[src/rtl/pwm_meas_pkg.sv]
// Shared types and constants for the PWM duty-cycle meter.
package pwm_meas_pkg;

    // Measurement FSM states.
    typedef enum logic [1:0] {
        IDLE = 2'd0,
        HIGH = 2'd1,
        LOW  = 2'd2
    } meas_state_e;

    localparam int DEF_CNT_W  = 12;
    localparam int DEF_DUTY_W = 10;

    // Width of the divider numerator high * 2^duty_w.
    function automatic int num_width(input int cnt_w, input int duty_w);
        return cnt_w + duty_w;
    endfunction

endpackage

[src/rtl/pwm_duty_div.sv]
// Restoring divider: quo = floor(num / den), one quotient bit per clock.
// The numerator's upper CNT_W bits must be smaller than den, which holds
// because the high time is always shorter than the period; the quotient
// therefore fits in DUTY_W bits and only DUTY_W iterations are needed.
module pwm_duty_div
    import pwm_meas_pkg::*;
#(
    parameter int CNT_W  = DEF_CNT_W,
    parameter int DUTY_W = DEF_DUTY_W
) (
    input  logic                                   clk,
    input  logic                                   rstb,
    input  logic                                   start,
    input  logic [num_width(CNT_W, DUTY_W)-1:0]    num,
    input  logic [CNT_W-1:0]                       den,
    output logic                                   busy,
    output logic                                   done,
    output logic [DUTY_W-1:0]                      quo
);

    localparam int NUM_W  = num_width(CNT_W, DUTY_W);
    localparam int STEP_W = $clog2(DUTY_W + 1);

    logic [CNT_W:0]      rem_r;
    logic [DUTY_W-1:0]   lo_r;
    logic [CNT_W-1:0]    den_r;
    logic [DUTY_W-1:0]   quo_r;
    logic [STEP_W-1:0]   step_r;
    logic                busy_r;
    logic                done_r;
    logic [CNT_W:0]      rem_sh_s;
    logic [CNT_W:0]      rem_sub_s;
    logic                ge_s;

    // Trial subtraction for the current quotient bit.
    always_comb begin
        rem_sh_s  = {rem_r[CNT_W-1:0], lo_r[DUTY_W-1]};
        rem_sub_s = rem_sh_s - {1'b0, den_r};
        ge_s      = (rem_sh_s >= {1'b0, den_r});
    end

    // Iteration state: load on start, then shift/subtract DUTY_W times.
    always_ff @(posedge clk or negedge rstb) begin
        if (!rstb) begin
            rem_r  <= '0;
            lo_r   <= '0;
            den_r  <= '0;
            quo_r  <= '0;
            step_r <= '0;
            busy_r <= 1'b0;
            done_r <= 1'b0;
        end else begin
            done_r <= 1'b0;
            if (start) begin
                rem_r  <= {1'b0, num[NUM_W-1:DUTY_W]};
                lo_r   <= num[DUTY_W-1:0];
                den_r  <= den;
                quo_r  <= '0;
                step_r <= STEP_W'(DUTY_W);
                busy_r <= 1'b1;
            end else if (busy_r) begin
                rem_r  <= ge_s ? rem_sub_s : rem_sh_s;
                lo_r   <= {lo_r[DUTY_W-2:0], 1'b0};
                quo_r  <= {quo_r[DUTY_W-2:0], ge_s};
                step_r <= step_r - STEP_W'(1);
                if (step_r == STEP_W'(1)) begin
                    busy_r <= 1'b0;
                    done_r <= 1'b1;
                end else begin
                    busy_r <= 1'b1;
                end
            end else begin
                busy_r <= 1'b0;
            end
        end
    end

    assign busy = busy_r;
    assign done = done_r;
    assign quo  = quo_r;

endmodule

[src/rtl/pwm_duty_meter.sv]
// PWM duty-cycle meter: synchronizes pwm_in, measures high time and period
// of each complete rise-to-rise cycle and divides them into a duty code.
// Optional glitch filter enabled by defining PWM_GLITCH_FILT_EN.
module pwm_duty_meter
    import pwm_meas_pkg::*;
#(
    parameter int CNT_W   = DEF_CNT_W,
    parameter int DUTY_W  = DEF_DUTY_W,
    parameter int TIMEOUT = 4095,
    parameter int FILT_N  = 3
) (
    input  logic              clk,
    input  logic              rstb,
    input  logic              pwm_in,
    output logic [DUTY_W-1:0] duty_code,
    output logic [CNT_W-1:0]  high_cnt,
    output logic [CNT_W-1:0]  period_cnt,
    output logic              valid,
    output logic              timeout,
    output logic              stuck_lvl,
    output logic              ovr
);

    localparam int NUM_W  = num_width(CNT_W, DUTY_W);
    // Rises are ignored until the input pipeline holds real samples, so a
    // high level present at reset release is not mistaken for an edge.
    localparam int WARM_N = 2 + FILT_N;
    localparam int WARM_W = $clog2(WARM_N + 1);

    logic              sync1_r, sync2_r;
    logic              lvl_s, lvl_q_r;
    logic              rise_s, fall_s;
    logic [WARM_W-1:0] warm_r;
    logic              armed_s;
    meas_state_e       state_r;
    logic [CNT_W-1:0]  p_cnt_r, h_cnt_r;
    logic [CNT_W-1:0]  pend_h_r, pend_p_r;
    logic              timeout_r, stuck_lvl_r, ovr_r;
    logic [DUTY_W-1:0] duty_r;
    logic [CNT_W-1:0]  high_r, period_r;
    logic              valid_r;
    logic              start_s;
    logic              div_busy_s, div_done_s;
    logic [DUTY_W-1:0] div_quo_s;
    logic [NUM_W-1:0]  div_num_s;

    // Two-flop synchronizer for the asynchronous PWM input.
    always_ff @(posedge clk or negedge rstb) begin
        if (!rstb) begin
            sync1_r <= 1'b0;
            sync2_r <= 1'b0;
        end else begin
            sync1_r <= pwm_in;
            sync2_r <= sync1_r;
        end
    end

`ifdef PWM_GLITCH_FILT_EN
    localparam int FC_W = ($clog2(FILT_N) < 1) ? 1 : $clog2(FILT_N);
    logic [FC_W-1:0] filt_cnt_r;
    logic            flip_s;

    // Level flips on the FILT_N-th consecutive differing sample.
    always_comb begin
        flip_s = (sync2_r != lvl_q_r) && (filt_cnt_r == FC_W'(FILT_N - 1));
        if (flip_s) begin
            lvl_s = sync2_r;
        end else begin
            lvl_s = lvl_q_r;
        end
    end

    // Count consecutive samples that disagree with the filtered level.
    always_ff @(posedge clk or negedge rstb) begin
        if (!rstb) begin
            filt_cnt_r <= '0;
        end else if ((sync2_r != lvl_q_r) && !flip_s) begin
            filt_cnt_r <= filt_cnt_r + FC_W'(1);
        end else begin
            filt_cnt_r <= '0;
        end
    end
`else
    // Without the filter the synchronized sample is the level directly.
    always_comb begin
        lvl_s = sync2_r;
    end
`endif

    // Previous level for edge detection; also the filter's held level.
    always_ff @(posedge clk or negedge rstb) begin
        if (!rstb) begin
            lvl_q_r <= 1'b0;
        end else begin
            lvl_q_r <= lvl_s;
        end
    end

    assign rise_s = lvl_s & ~lvl_q_r;
    assign fall_s = ~lvl_s & lvl_q_r;

    // Warm-up counter covering the synchronizer and filter depth.
    always_ff @(posedge clk or negedge rstb) begin
        if (!rstb) begin
            warm_r <= '0;
        end else if (warm_r != WARM_W'(WARM_N)) begin
            warm_r <= warm_r + WARM_W'(1);
        end else begin
            warm_r <= warm_r;
        end
    end

    assign armed_s = (warm_r == WARM_W'(WARM_N));

    // A completed period goes to the divider only if it is free.
    always_comb begin
        start_s   = (state_r == LOW) && rise_s && !div_busy_s;
        div_num_s = {h_cnt_r, {DUTY_W{1'b0}}};
    end

    // Measurement FSM with sticky timeout/overrun status.
    always_ff @(posedge clk or negedge rstb) begin
        if (!rstb) begin
            state_r     <= IDLE;
            p_cnt_r     <= '0;
            h_cnt_r     <= '0;
            pend_h_r    <= '0;
            pend_p_r    <= '0;
            timeout_r   <= 1'b0;
            stuck_lvl_r <= 1'b0;
            ovr_r       <= 1'b0;
        end else begin
            if (div_done_s) begin
                timeout_r <= 1'b0;
                ovr_r     <= 1'b0;
            end else begin
                timeout_r <= timeout_r;
                ovr_r     <= ovr_r;
            end
            case (state_r)
                IDLE: begin
                    if (rise_s && armed_s) begin
                        state_r <= HIGH;
                        p_cnt_r <= CNT_W'(1);
                        h_cnt_r <= CNT_W'(1);
                    end else begin
                        p_cnt_r <= '0;
                        h_cnt_r <= '0;
                    end
                end
                HIGH: begin
                    if (p_cnt_r == CNT_W'(TIMEOUT)) begin
                        state_r     <= IDLE;
                        p_cnt_r     <= '0;
                        h_cnt_r     <= '0;
                        timeout_r   <= 1'b1;
                        stuck_lvl_r <= lvl_s;
                    end else if (fall_s) begin
                        state_r <= LOW;
                        p_cnt_r <= p_cnt_r + CNT_W'(1);
                    end else begin
                        p_cnt_r <= p_cnt_r + CNT_W'(1);
                        h_cnt_r <= h_cnt_r + CNT_W'(1);
                    end
                end
                LOW: begin
                    if (rise_s) begin
                        state_r <= HIGH;
                        p_cnt_r <= CNT_W'(1);
                        h_cnt_r <= CNT_W'(1);
                        if (div_busy_s) begin
                            ovr_r <= 1'b1;
                        end else begin
                            pend_h_r <= h_cnt_r;
                            pend_p_r <= p_cnt_r;
                        end
                    end else if (p_cnt_r == CNT_W'(TIMEOUT)) begin
                        state_r     <= IDLE;
                        p_cnt_r     <= '0;
                        h_cnt_r     <= '0;
                        timeout_r   <= 1'b1;
                        stuck_lvl_r <= lvl_s;
                    end else begin
                        p_cnt_r <= p_cnt_r + CNT_W'(1);
                    end
                end
                default: begin
                    state_r <= IDLE;
                    p_cnt_r <= '0;
                    h_cnt_r <= '0;
                end
            endcase
        end
    end

    pwm_duty_div #(
        .CNT_W  (CNT_W),
        .DUTY_W (DUTY_W)
    ) u_div (
        .clk   (clk),
        .rstb  (rstb),
        .start (start_s),
        .num   (div_num_s),
        .den   (p_cnt_r),
        .busy  (div_busy_s),
        .done  (div_done_s),
        .quo   (div_quo_s)
    );

    // Result registers: all measurement outputs update together with valid.
    always_ff @(posedge clk or negedge rstb) begin
        if (!rstb) begin
            duty_r   <= '0;
            high_r   <= '0;
            period_r <= '0;
            valid_r  <= 1'b0;
        end else if (div_done_s) begin
            duty_r   <= div_quo_s;
            high_r   <= pend_h_r;
            period_r <= pend_p_r;
            valid_r  <= 1'b1;
        end else begin
            valid_r  <= 1'b0;
        end
    end

    assign duty_code  = duty_r;
    assign high_cnt   = high_r;
    assign period_cnt = period_r;
    assign valid      = valid_r;
    assign timeout    = timeout_r;
    assign stuck_lvl  = stuck_lvl_r;
    assign ovr        = ovr_r;

endmodule

[config.mk]
export PLATFORM = sky130hd
export DESIGN_NAME = pwm_duty_meter
export DESIGN_NICKNAME = d
export VERILOG_FILES = /design/src/rtl/pwm_meas_pkg.sv /design/src/rtl/pwm_duty_div.sv /design/src/rtl/pwm_duty_meter.sv
export SDC_FILE = /design/constraint.sdc
export NUM_CORES = 1
export LEC_CHECK = 0
export ABC_AREA = 1
export ABC_CLOCK_PERIOD_IN_PS = 2300
export BUFFER_PORTS_ARGS = -buffer_cell sky130_fd_sc_hd__buf_2
export CAP_MARGIN = 20
export CORE_MARGIN = 5
export CORE_UTILIZATION = 35
export DETAILED_ROUTE_END_ITERATION = 7
export HOLD_SLACK_MARGIN = 0.1
export PLACE_DENSITY_LB_ADDON = 0.25
export SYNTH_ARGS = -nofsm -noshare
export SYNTH_HDL_FRONTEND = slang
export SYNTH_SLANG_ARGS = --single-unit
[constraint.sdc]
create_clock -name clk -period 2.3 [get_ports clk]
set_clock_uncertainty 0.15 [all_clocks]
set_input_delay 0.115 -clock clk [delete_from_list [all_inputs] [get_ports clk]]
set_output_delay 0.115 -clock clk [all_outputs]
set_load 0.005 [all_outputs]
# Yosys cells after proc, flatten, opt, wreduce, memory -nomap -nowiden

Index checks and enable logic that the tools add are counted.
W data, S select, Z words.

Flip-flop bits (word level): 144
Input bits: 3
Output and inout port bits: 38
Word-level logic and storage cells: 98

Add/subtract/negate cells: 5
$lt $le $gt $ge: 1
Equal/unequal tests: 11
Muxes and demuxes: 42
Bitwise operators: 5
Reduce and logical (&&, ||, !) cells: 11

Operators with widths:

| operator                | number |
|---|---|
| $mux W12                | 9 |
| $pmux W12 S3            | 2 |
| $mux W10                | 4 |
| $add A12 B1 Y12 const B | 2 |
| $mux W1                 | 17 |
| $ge A13 B12 Y1          | 1 |
| $eq A12 B12 Y1 const B  | 1 |
| $sub A12 B12 Y12        | 1 |
| $mux W2                 | 5 |
| $ne A3 B3 Y1 const B    | 3 |
| $mux W4                 | 2 |
| $pmux W2 S3             | 1 |
| $reduce_and A3 Y1       | 2 |
| $eq A4 B1 Y1 const B    | 1 |
| $ne A2 B2 Y1 const B    | 2 |
| $pmux W1 S2             | 2 |
| $reduce_and A2 Y1       | 2 |
| $reduce_bool A2 Y1      | 2 |
| $sub A4 B1 Y4 const B   | 1 |
| $add A3 B1 Y3 const B   | 1 |
| $eq A3 B3 Y1 const B    | 1 |
| $logic_and A1 B1 Y1     | 3 |
| $ne A3 B2 Y1 const B    | 1 |
| $not A1 Y1              | 3 |
| other kinds (5)         | 6 |

# Longest topological paths before layout

Gate-level depths: netlist (run 1).

Depth after elaboration: 5
Gate-level depth with buffers: 13
Depth with buffers taken out: 13

# By module

A second synthesis (run 1) with hierarchy kept.

Cell total of the unflattened synthesis: 786
Area, all modules: 7056.8 µm²

By module, submodules not included:

| module         | times used | cells each | area an instance (µm²) | sequential area each (µm²) |
|---|---|---|---|---|
| pwm_duty_meter | 1          | 403        | 4098.9                 | 2352.3 |
| pwm_duty_div   | 1          | 383        | 2957.8                 | 1251.2 |

# Worst setup path after synthesis (run 1)

No wires, ideal clock.

Kind: reg-to-reg
Start point: reg u_div.rem_r[7]
End point: reg u_div.rem_r[5]
Setup time: 0.130 ns
Arrival time: 1.688 ns
Required time: 2.020 ns
Slack: 0.332 ns
Cell stages (with the launch flop): 11
Buffers on the path: 1
Clock period less this slack: 1.968 ns
Path through: dfrtp_1 > ha_1 > nand2_2 > inv_1 > nand2_1 > nand2_2 > a21oi_4 > nand3_4 > buf_8 > o211ai_1 > nand3_1

Longest elaborated chain between the ends: 4

Ends and longest elaborated chain:

| item                   | RTL line           | text |
|---|---|---|
| from (decl)            | pwm_duty_div.sv:24 | `logic [CNT_W:0] rem_r;` |
| from (signal assigned) | pwm_duty_div.sv:55 | `rem_r <= {1'b0, num[NUM_W-1:DUTY_W]};` |
| from (signal assigned) | pwm_duty_div.sv:62 | `rem_r <= ge_s ? rem_sub_s : rem_sh_s;` |
| $ge A13 B12 Y1         | pwm_duty_div.sv:39 | `ge_s = (rem_sh_s >= {1'b0, den_r});` |
| $mux W12               | pwm_duty_div.sv:62 |  |
| $mux W12               | pwm_duty_div.sv:61 | `end else if (busy_r) begin` |
| $mux W12               | pwm_duty_div.sv:54 | `if (start) begin` |

No other way between the ends. The select of a mux whose other input is x is not followed.
A chain may end at the register's enable or synchronous reset.

# Final worst setup path (run 1)

Same ends and word-level chain as after synthesis.

==> impl_metrics.env, run 1 <==
export IMPL_status="completed"
export IMPL_yosysWarnings=0
export IMPL_drc_errors=0
export IMPL_rows=49
export IMPL_layout_drive_gt1_share_pct=14.1
export IMPL_path_max_fanout=6
export IMPL_die_h_um=145
export IMPL_grt_setup_unrepaired="no"
export IMPL_wl_mm=15.0
export IMPL_peakVddDrop_mv=0.591
export IMPL_fp_dieW_um=145
export IMPL_crit_path_cell_trace="ha_1 -> nand2_2 -> inv_1 -> nand2_1 -> nand2_2 -> a21oi_4 -> nand3_4 -> o211ai_1 -> nand3_1"
export IMPL_synth_top_area_share_pct=52.5
export IMPL_dr_wl_met3_um=550
export IMPL_cp_end_kind="flop"
export IMPL_cts_buffers=17
export IMPL_wl_met1_mm=7.33
export IMPL_clkSlewWorstSetupHoldPaths_ns=0.06
export IMPL_critPathMaxStageDelay_ns=0.39
export IMPL_clockRootBuffer="clkbuf_16"
export IMPL_io_buffers=40
export IMPL_die_area_mm2=0.0211
export IMPL_slowest_stage="dfrtp_1"
export IMPL_grt_pass1_wl_mm=25.6
export IMPL_grt_max_degree=50
export IMPL_avgSynthCellArea_um2=8.35
export IMPL_overflow=0
export IMPL_reg2reg_depth=9
export IMPL_detail_route_antenna_nets=0
export IMPL_grtUsageTotal_pct=14.8
export IMPL_first_global_vias=5029
export IMPL_postLayoutSetupSlackWorst_ns=0.167
export IMPL_yosysTopAreaCell="dfrtp_1"
export IMPL_r2r_slack_ns=0.17
export IMPL_hold_violations=0
export IMPL_nets=851
export IMPL_crit_path_frequent_cell="nand2_2"
export IMPL_viasPerCell=4.67
export IMPL_clock_path_buffers=2
export IMPL_p_leak_nw=3.96
export IMPL_final_max_slew_viol_count=0
export IMPL_crit_cells=9
export IMPL_cp_arrival_ns=2.27
export IMPL_syn_cell_area_mm2=0.00639
export IMPL_regToRegStartpoint="u_div.rem_r[7]"
export IMPL_slew_headroom_pct=70.3
export IMPL_clk_latency_ns=0.42
export IMPL_nFillCells=1790
export IMPL_post_drt_wl_per_cell_um=14.0
export IMPL_path_buf_inv=1
export IMPL_cp_required_ns=2.44
export IMPL_cts_tree="done"
export IMPL_power_density_mw_per_mm2=1180
export IMPL_cp_endpoint="u_div.rem_r[5]"
export IMPL_synth_area_leaders="dfrtp_1, nand2_1, inv_1"
export IMPL_synthToLayoutAreaGrowth_pct=20.2
export IMPL_highest_layer="met4"
export IMPL_core_area_mm2=0.0180
export IMPL_post_cts_buffers=0
export IMPL_yosysUniqueCellTypes=37
export IMPL_synth_sequential_area_ratio_pct=52.5
export IMPL_place_hpwl_mm=10.7
export IMPL_n_antenna_cell=0
export IMPL_cts_sinks=134
export IMPL_worst_pin_slew_ns=0.444
export IMPL_gp_congestion=0.882
export IMPL_synth_cells=765
export IMPL_drv_cap=0
export IMPL_fmax_mhz=469
export IMPL_r2r_end="u_div.rem_r[5]"
export IMPL_ys_seq_elements=134
export IMPL_hold_path_class="input pin to asynchronous set/reset pin"
export IMPL_htreeDepth=4
export IMPL_fin_crit_ns=2.13
export IMPL_min_period_over_period_pct=92.7
export IMPL_startpoint_type="flop"
export IMPL_holdWs_ns=0.103
export IMPL_start_util_pct=35.6
export IMPL_dr_pass1_iters=5
export IMPL_drtIter0Drc=369
export IMPL_antenna_found_initial=0
export IMPL_ioPinCount=41
export IMPL_setup_tns_ns=0
export IMPL_setup_viol=0
export IMPL_crit_start="u_div.rem_r[7]"
export IMPL_vias=4980
export IMPL_path_delay_family="simple AND/OR/NAND/NOR gates"
export IMPL_crit_type="flop to flop"
export IMPL_syn_nets=791
export IMPL_routed_wl_met2_mm=6.87
export IMPL_dp_worst_setup_slack_ns=0.154
[placed cells by master (no fill, tap or decap), drive strengths merged, types with 18 or more instances in the layout]
cell and n:
o21ai 51, clkbuf 18, nand3 42, inv 92
dfrtp 134, nand2 259, nor2 61, a21oi 27
buf 59, ha 22
[cells in the mapped netlist]
library cell,n
inv_1,87
nand2_2,8
o22ai_1,11
buf_6,1
fa_1,1
nor2_4,2
nand4_1,10
xor2_1,7
xnor2_1,7
nor4b_1,1
nor2_1,55
nand3_4,1
nor3b_1,3
nor2_2,4
o21ai_1,3
o211ai_1,2
a21o_1,1
inv_2,3
nor3_4,1
ha_1,22
a211oi_1,1
clkbuf_1,11
a21oi_1,26
o21bai_1,2
or2_2,1
buf_2,9
a21oi_4,1
nand2_1,251
buf_8,1
nor4_1,1
nand3_2,1
o21ai_0,47
o21ai_4,1
dfrtp_1,134
nand3_1,38
nor3_1,6
a31oi_1,4
[how the worst min path moves through the flow]
| stage | to | slack (ns) | depth (start not counted) |
|---|---|---|---|
| after floorplan | duty_code[0] | -0.33 | 0 |
| after global routing | u_div.rem_r[4] | 0.14 | 3 |
| after global placement | high_cnt[0] | -0.07 | 1 |
| final | u_div.rem_r[4] | 0.10 | 3 |
| after detailed placement | high_cnt[0] | -0.06 | 1 |
| after CTS | period_cnt[2] | 0.12 | 3 |
[timing repair]
action | CTS | global route
endpoints found under the setup margin | 0 | 9
endpoints found under the hold margin | 135 | 0
hold buffers | 3 | 0
gates resized for setup | 0 | 3
[logic make-up (layout without fill, tap and decap cells)]
group	after synthesis	after routing	synth area share (%)
and+or+nand+nor	383	385	25.3
DFF	134	134	52.5
buffers and inverters	112	183	7.05
AOI/OAI and AO/OA	99	99	8.64
adders and majority gates	23	23	4.62
xor gates and xnor gates	14	14	1.92
[report_power, final]
group | total (mW) | switching [mW] | leakage (nW) | internal, mW
registers | 3.08 | 0.293 | 1.78 | 2.79
clock network | 2.93 | 1.07 | 0.303 | 1.85
logic | 3.02 | 1.88 | 1.87 | 1.14
[final cells by class]
class | instances | area [µm²] | area share, %
repair buffers | 61 | 427 | 5.55
clock inverters | 14 | 200 | 2.61
clock buffers | 18 | 439 | 5.72
inverters | 90 | 338 | 4.40
well taps | 229 | 287 | 3.73
multi-input cells | 521 | 2640 | 34.3
flip-flops and latches | 134 | 3350 | 43.6
[tightest hold or removal path: stages]
cell	delay, ns
dlygate4sd3_1	0.54
buf_6	0.15
buf_12	0.23
[per-layer routing]
layer / up-vias / global-route usage, %
li1: 2560 / -
met1: 2314 / 20.6
met2: 94 / 23.1
met3: 12 / 3.31
met4: 0 / 4.62
met5: - / 0
[per-stage QoR]
stage	cells	power [mW]	instance area [µm²]	util, %
finish	1067	9.03	7680	42.8
global route	1067	9.71	7680	42.8
CTS	1065	9.02	7630	42.5
detailed placement	1030	6.06	6940	38.7
global placement	1030	6.06	6940	38.7
floorplan	765	5.23	6390	-
[registers in the layout, summed over array words and instances, names as in the netlist, 2 cells and up]
signal	count
period_cnt	12
u_div.den_r	12
u_div.step_r	4
u_div.rem_r	12
state_r	2
duty_code	10
warm_r	3
p_cnt_r	12
pend_h_r	12
high_cnt	12
h_cnt_r	12
u_div.quo	10
pend_p_r	12
No activity file was read; power rests on OpenSTA's default activity.
==> run 2: changes to the inputs <==
--- a/config.mk
+++ b/config.mk
@@ -5,12 +5,12 @@
 export SDC_FILE = /design/constraint.sdc
 export NUM_CORES = 1
 export LEC_CHECK = 0
-export ABC_AREA = 1
+export ABC_AREA = 0
 export ABC_CLOCK_PERIOD_IN_PS = 2300
 export BUFFER_PORTS_ARGS = -buffer_cell sky130_fd_sc_hd__buf_2
 export CAP_MARGIN = 20
 export CORE_MARGIN = 5
-export CORE_UTILIZATION = 35
+export CORE_UTILIZATION = 40
 export DETAILED_ROUTE_END_ITERATION = 7
 export HOLD_SLACK_MARGIN = 0.1
 export PLACE_DENSITY_LB_ADDON = 0.25
==> impl_metrics.env, run 2 <==
export IMPL_status="completed"
export IMPL_rows=45
export IMPL_n_antenna_cell=0
export IMPL_yosysTopAreaCell="dfrtp_1"
export IMPL_drtIter0Drc=276
export IMPL_synth_commonest_cells="dfrtp_1, nand2_1, nor2_1, mux2_2, o21ai_0"
export IMPL_setup_viol=0
export IMPL_highest_layer="met4"
export IMPL_clk_latency_ns=0.42
export IMPL_cts_sinks=134
export IMPL_path_max_fanout=4
export IMPL_min_period_over_period_pct=97.7
export IMPL_fmax_mhz=445
export IMPL_htreeDepth=4
export IMPL_ys_seq_elements=134
export IMPL_cts_tree="done"
export IMPL_crit_type="flop to flop"
export IMPL_die_h_um=135
export IMPL_yosysWarnings=0
export IMPL_nFillCells=1408
export IMPL_first_global_vias=4536
export IMPL_io_buffers=40
export IMPL_slew_headroom_pct=55.8
export IMPL_ioPinCount=41
export IMPL_synth_top_area_share_pct=53.6
export IMPL_wl_mm=13.5
export IMPL_overflow=0
export IMPL_final_cell_mix="dfrtp_1, nand2_1, nor2_1"
export IMPL_wl_met1_mm=6.61
export IMPL_reg2reg_depth=8
export IMPL_grtUsageTotal_pct=16.0
export IMPL_clock_path_buffers=2
export IMPL_fin_crit_ns=2.25
export IMPL_post_drt_wl_per_cell_um=15.0
export IMPL_dp_cells=866
export IMPL_seq_area_mm2=0.00335
export IMPL_nets=708
export IMPL_cp_required_ns=2.49
export IMPL_r2r_end="u_div.rem_r[9]"
export IMPL_yosysUniqueCellTypes=54
export IMPL_dr_wl_met3_um=487
export IMPL_synthFlopType="dfrtp_1"
export IMPL_viasPerCell=4.97
export IMPL_antenna_found_initial=0
export IMPL_synth_most_common_cell="dfrtp_1"
export IMPL_path_buf_inv=1
export IMPL_fin_cells=905
export IMPL_syn_nets=632
export IMPL_slowest_stage="dfrtp_2"
export IMPL_holdWs_ns=0.115
export IMPL_p_leak_nw=3.67
export IMPL_async_flop_share_pct=100
export IMPL_total_power_mw=8.80
export IMPL_fp_dieW_um=135
export IMPL_multi_input_area_mm2=0.00279
export IMPL_place_hpwl_mm=9.68
export IMPL_grt_setup_unrepaired="yes"
export IMPL_die_area_mm2=0.0182
export IMPL_avgSynthCellArea_um2=10.3
export IMPL_synth_area_leaders="dfrtp_1, nand2_1, mux2_2"
export IMPL_cp_arrival_ns=2.43
export IMPL_drc_errors=0
export IMPL_synth_sequential_area_ratio_pct=53.6
export IMPL_start_util_pct=41.0
export IMPL_grt_max_degree=66
export IMPL_regToRegStartpoint="u_div.rem_r[0]"
export IMPL_critPathMaxStageDelay_ns=0.43
export IMPL_fin_area_mm2=0.00770
export IMPL_r2r_slack_ns=0.05
export IMPL_layout_drive_gt1_share_pct=25.1
export IMPL_power_density_mw_per_mm2=1140
export IMPL_drv_cap=0
export IMPL_hold_path_class="input pin to asynchronous set/reset pin"
export IMPL_crit_start="u_div.rem_r[0]"
export IMPL_cts_buffers=17
export IMPL_cp_end_kind="flop"
export IMPL_worst_pin_slew_ns=0.663
export IMPL_routed_wl_met2_mm=6.29
export IMPL_gp_congestion=0.849
export IMPL_path_delay_family="compound AO/OA/AOI/OAI gates"
export IMPL_synth_edf_count=0
export IMPL_dr_pass1_iters=4
export IMPL_mostFrequentLayoutCell="dfrtp_1"
export IMPL_setup_tns_ns=0
export IMPL_dpl_instance_area_mm2=0.00691
export IMPL_peakVddDrop_mv=0.693
export IMPL_startpoint_type="flop"
export IMPL_hold_violations=0
export IMPL_syn_cell_area_mm2=0.00625
export IMPL_synthToLayoutAreaGrowth_pct=23.1
export IMPL_vias=4502
export IMPL_detail_route_antenna_nets=0
export IMPL_clkSlewWorstSetupHoldPaths_ns=0.06
export IMPL_clockRootBuffer="clkbuf_16"
export IMPL_crit_path_cell_trace="ha_4 -> nor2b_4 -> o2111ai_2 -> a311oi_2 -> buf_4 -> nor2_4 -> or3_1 -> a31oi_1"
export IMPL_core_area_mm2=0.0153
export IMPL_grt_pass1_wl_mm=23.2
export IMPL_final_max_slew_viol_count=0
export IMPL_synth_cells=606
-- run 2: cell count changes after synthesis, moves of 6 or more --
cell,before,now
nand2_1,251,116
nor2_1,55,46
nand2_2,8,0
inv_1,87,30
and2_1,0,8
nand2b_1,0,6
xor2_1,7,20
mux2_2,0,35
clkbuf_1,11,17
nand3_1,38,8
o21ai_0,47,34
a211oi_1,1,11
o22ai_1,11,4
-- run 2: layout make-up --
cell class	count	share of cell area, %
well taps	211	3.43
clock buffers	20	5.93
repair buffers	81	7.49
flip-flops and latches	134	43.6
inverters	30	1.46
clock inverters	11	1.93
multi-input cells	418	36.2
-- run 2: repair_timing --
| item | in CTS | in global routing |
|---|---|---|
| endpoints found under the hold margin | 135 | 0 |
| pin swaps | 8 | 13 |
| setup endpoints to repair | 11 | 21 |
| resized for setup | 10 | 16 |
| buffers inserted | 2 | 4 |
| hold buffers | 2 | 0 |
| gates cloned | 0 | 0 |
-- run 2: logic make-up (layout without fill, tap and decap cells) --
family | after synthesis | in the layout | synth area share (%)
xor+xnor | 28 | 28 | 3.92
compound gates | 111 | 111 | 11.7
buf+inv | 54 | 142 | 3.56
flops | 134 | 134 | 53.6
fa+ha+maj | 23 | 23 | 4.72
mux | 40 | 40 | 7.10
simple gates | 216 | 216 | 15.4
-- run 2: worst max-delay path by stage --
stage,end,slack (ns),cells past startpoint
floorplan,u_div.rem_r[4],0.03,9
detailed placement,u_div.rem_r[4],-0.09,9
finish,u_div.rem_r[9],0.05,8
CTS,u_div.rem_r[9],-0.02,9
global route,u_div.rem_r[9],-0.08,8
global placement,u_div.rem_r[2],-0.03,9
-- run 2: power breakdown --
part	internal, mW	switching, mW	total [mW]
clock	1.76	0.995	2.75
combinational	1.44	1.54	2.97
sequential	2.74	0.329	3.07
total	5.94	2.86	8.80
-- run 2: metrics by stage --
step                utilization (%)  worst slack (ns)
finish                         50.5            0.0528
global route                   50.5           -0.0765
CTS                            49.8           -0.0179
detailed placement             45.3           -0.0930
global placement               45.3           -0.0261
floorplan                         -            0.0334
-- run 2: worst register-to-register path: stages (launching register included) --
cell and delay (ns):
dfrtp_2 0.43, ha_4 0.28, nor2b_4 0.14, o2111ai_2 0.13
a311oi_2 0.30, buf_4 0.18, nor2_4 0.05, or3_1 0.35
a31oi_1 0.17
-- run 2: layer usage --
layer  global-route usage (%)  up-vias
met1                     22.3     2194
met3                     3.91       15
met5                        0        -
met4                     4.54        0
met2                     25.1       67
li1                         -     2226
